### src/rtl/merge_logic.sv
// Two-stream merge: pops one upstream FIFO per cycle, forwards its word two edges later,
// drops words whose class bit disagrees with their source. Optional MERGE_ROUND_ROBIN_EN.
module merge_logic #(
  parameter int data_width = 6
) (
  input  logic                  clk,
  input  logic                  reset,
  input  logic                  D0_empty,
  input  logic                  D1_empty,
  input  logic [data_width-1:0] data_in_D0,
  input  logic [data_width-1:0] data_in_D1,
  input  logic                  out_full,
  output logic                  D0_pop,
  output logic                  D1_pop,
  output logic [data_width-1:0] data_out,
  output logic                  valid_out,
  output logic                  error_out,
  output logic [7:0]            word_count
);

  // Handshake: a pop in cycle k is a request; the FIFO presents the word on
  // data_in_Dx during cycle k+1, and it leaves here on data_out/valid_out in k+2.
  logic                  pend_valid;
  logic                  pend_src;
  logic [data_width-1:0] pend_word;
  logic                  class_ok;
  logic                  both_ready;

  assign both_ready = !D0_empty && !D1_empty;

`ifdef MERGE_ROUND_ROBIN_EN
  logic rr_ptr;

  // Pointer names the source that wins the next tie; it moves away from whoever was just served.
  always_ff @(posedge clk or negedge reset) begin
    if (!reset) begin
      rr_ptr <= 1'b0;
    end else if (D0_pop) begin
      rr_ptr <= 1'b1;
    end else if (D1_pop) begin
      rr_ptr <= 1'b0;
    end
  end

  always_comb begin
    D0_pop = 1'b0;
    D1_pop = 1'b0;
    if (reset && !out_full) begin
      if (both_ready) begin
        D0_pop = !rr_ptr;
        D1_pop = rr_ptr;
      end else begin
        D0_pop = !D0_empty;
        D1_pop = !D1_empty;
      end
    end
  end
`else
  always_comb begin
    D0_pop = 1'b0;
    D1_pop = 1'b0;
    if (reset && !out_full) begin
      if (both_ready) begin
        D0_pop = 1'b1;
      end else begin
        D0_pop = !D0_empty;
        D1_pop = !D1_empty;
      end
    end
  end
`endif

  assign pend_word = pend_src ? data_in_D1 : data_in_D0;
  assign class_ok  = (pend_word[data_width-1] == pend_src);

  always_ff @(posedge clk or negedge reset) begin
    if (!reset) begin
      pend_valid <= 1'b0;
      pend_src   <= 1'b0;
      data_out   <= '0;
      valid_out  <= 1'b0;
      error_out  <= 1'b0;
      word_count <= 8'd0;
    end else begin
      pend_valid <= D0_pop || D1_pop;
      pend_src   <= D1_pop;
      valid_out  <= pend_valid && class_ok;
      error_out  <= pend_valid && !class_ok;
      if (pend_valid && class_ok) begin
        data_out   <= pend_word;
        word_count <= word_count + 8'd1;
      end
    end
  end

endmodule

### config.mk
export PLATFORM = sky130hd
export DESIGN_NAME = merge_logic
export DESIGN_NICKNAME = d
export VERILOG_FILES = /design/src/rtl/merge_logic.sv
export SDC_FILE = /design/constraint.sdc
export NUM_CORES = 1
export LEC_CHECK = 0
export ABC_AREA = 1
export CAP_MARGIN = 30
export CORE_MARGIN = 8
export CORE_UTILIZATION = 45
export DETAILED_ROUTE_END_ITERATION = 10
export MAX_ROUTING_LAYER = met4
export PLACE_DENSITY_LB_ADDON = 0.08
export SYNTH_ARGS = -nofsm -noshare
export SYNTH_HDL_FRONTEND = slang
export SYNTH_SLANG_ARGS = --single-unit
### constraint.sdc
create_clock -name clk -period 2.79 [get_ports clk]
set_clock_uncertainty 0.1 [all_clocks]
set_input_delay 0.558 -clock clk [delete_from_list [all_inputs] [get_ports clk]]
set_output_delay 0.558 -clock clk [all_outputs]
set_load 0.005 [all_outputs]
==> results.ini <==
[placement]
place_congestion=0.766
io_buffer_count=34
dpl.hpwl_mm=1.57
place_inst=170

[power_and_ir_drop]
p_seq_frac=0.482
pwr-share-clk=0.216
internal_power_w=0.000526
vdd_drop_max_mv=0.321
leakage_nw=0.617
powerDensity_mw_per_mm2=573
p_comb_frac=0.302
p_sw_frac=0.285
p_total_w=0.000736
p_sw_w=0.000209

[cts]
cts_buffer_depth=2
cts_tree=done
cts_resized=0
post_cts_buffers=0
clk_pin_slew_ns=0.10
cts.sinks=18
cts_buffers=3
clockRootBuffer=clkbuf_4
clk_latency_ns=0.29
cts.hold.buffers_added=0
htreeDepth=1

[global_routing]
overflow=0
antenna_found_initial=0
grt_pass1_wl_mm=3.48
grt_usage=0.129
grt_max_degree=19
grt_pass1_vias=827

[route]
met2_length_um=916
vias=800
drc_errors=0
m1WireLength_um=936
routed-wl-met3_um=107
wire_per_inst_um=11.4
wirelength_mm=1.99
vias_per_cell=4.60
top_layer=met4
antenna_left=0
first_pass_iters=4
drtIter0Drc=14

[timing]
drv_slew=0
grt_setup_unrepaired=no
period_minus_slack_ns=2.60
slew_headroom=0.756
final_hold_viol_count=0
worst_pin_slew_ns=0.365
fmax_mhz=385
fin_setup_tns_ns=0
setup_violations=0
post-route-period-util=0.930

[min_path]
hold_path_class=reg2reg
worstHoldStart=data_out[3]

[worst_setup_path]
critPathLaunchType=input pin
cp.required_ns=2.13
startpoint=reset
slowest_delay_ns=0.55
arrival_ns=1.94
critPathSlowestCell=clkdlybuf4s50_1
r2r-start=pend_src
crit_path_max_fanout=3
worst_path_most_repeated_cell=clkdlybuf4s50_1
critical_path_class=in2out
path_cells=clkdlybuf4s50_1 > nand2_1 > nor3b_1 > clkdlybuf4s50_1
worstSetupEndpointType=primary output

[logic_synthesis]
yosysTopAreaCell=dfrtp_1
yosysTopAreaCellShare=0.507
synth_cell_types=18
syn-instance-count=110
synth_area_leaders=dfrtp_1, nand2_1, xnor2_1, inv_1, nand3_1
seq_area_frac_synth=0.507
syn_avg_cell_area_sq_um=8.08
yosys_warnings=0
ys_ff_latch=18
synth_area_sq_um=888
synthesis.nets=128

[outcome]
status=finished, final reports clean

[die]
core-area_sq_mm=0.00190
die_w_um=60.4
die_y_um=60.4
initial_core_util=0.467
die_area_sq_mm=0.00365
ios=35
fp-row-count=16

[layout]
finalNetCount=166
stdcell_count=174
area_delta_synth_final_pct=44.5
antenna_cells=0
drive_gt1_frac=0.0748
finalCoreUtilization=0.675
fill_cells=175

[flow_run]
maxCapViolCount=0

## Yosys cell counts
master / count
nand2_1: 56
dfrtp_1: 18
inv_1: 7
nand3_1: 5
nor2_1: 5
xnor2_1: 4
nand2_2: 3
buf_6: 2
a21oi_1: 1
a21oi_4: 1
ha_1: 1
inv_2: 1
nand2_4: 1
nand3b_1: 1
nor3b_1: 1
o21ai_0: 1
o21ai_1: 1
o21bai_1: 1
## cells by family after synthesis
family	after synthesis	synth area share
fa+ha+maj	1	0.0141
simple gates	72	0.337
compound gates	5	0.0437
xor+xnor	4	0.0394
buf+inv	10	0.0592
flops	18	0.507
## worst max-delay path, delay by kind of cell
| kind | cells | cell delay [ns] |
|---|---|---|
| buffers and inverters | 2 | 1.05 |
| and+or+nand+nor | 2 | 0.32 |
## power groups by stage
stage	sequential [W]	combinational (W)	clock, W
3_3_place_gp	0.000356	0.000224	0
5_1_grt	0.000364	0.000251	0.000175
4_1_cts	0.000356	0.000228	0.000163
6_report	0.000355	0.000222	0.000159
2_1_floorplan	0.000357	0.0000883	0
3_5_place_dp	0.000360	0.000227	0
## layout by cell type, fill, tap and decap left out, drive strengths merged, types with 2 or more instances in the layout
cell type,instances
clkdlybuf4s50,34
a21oi,2
dfrtp,18
o21ai,2
inv,8
clkbuf,4
nand2,60
nor2,5
nand3,5
xnor2,4
## through the flow
stage | area [sq um] | hold WS, ns | setup WS (ns)
after floorplan | 888 | 0.162 | 1.22
after global placement | 1250 | 0.363 | 0.177
after detailed placement | 1250 | 0.368 | 0.181
after CTS | 1280 | 0.399 | 0.155
after global routing | 1280 | 0.416 | 0.0783
final | 1280 | 0.394 | 0.194
## sequential cells by signal (all words and copies together), names as in the netlist
signal and cells:
data_out 6, pend_valid 1, error_out 1, word_count 8
pend_src 1, valid_out 1
## cell type report
type,instances,area [sq um],area share
Clock buffer,4,36.3,0.0283
Inverter,8,30.0,0.0234
Multi-Input combinational cell,82,385,0.300
Sequential cell,18,450,0.351
Tap cell,27,33.8,0.0263
Timing Repair Buffer,35,348,0.271
## path summary, 6_finish.rpt
path / endpoint / slack [ns] / cells after the start
worst min register to register: data_out[3] / 0.39 / 2
min in group asynchronous: word_count[0] / 0.54 / 2
max in group asynchronous: word_count[6] / 1.85 / 2
worst min-delay path: data_out[3] / 0.39 / 2
worst max register to register: word_count[7] / 1.36 / 6
worst max-delay path: D1_pop / 0.19 / 4
## metal layers
layer,global-route usage,up-vias
li1,-,414
met1,0.141,354
met2,0.224,28
met3,0.0318,4
met4,0.0399,0
met5,-,-
No activity file was read; power rests on OpenSTA's default activity.
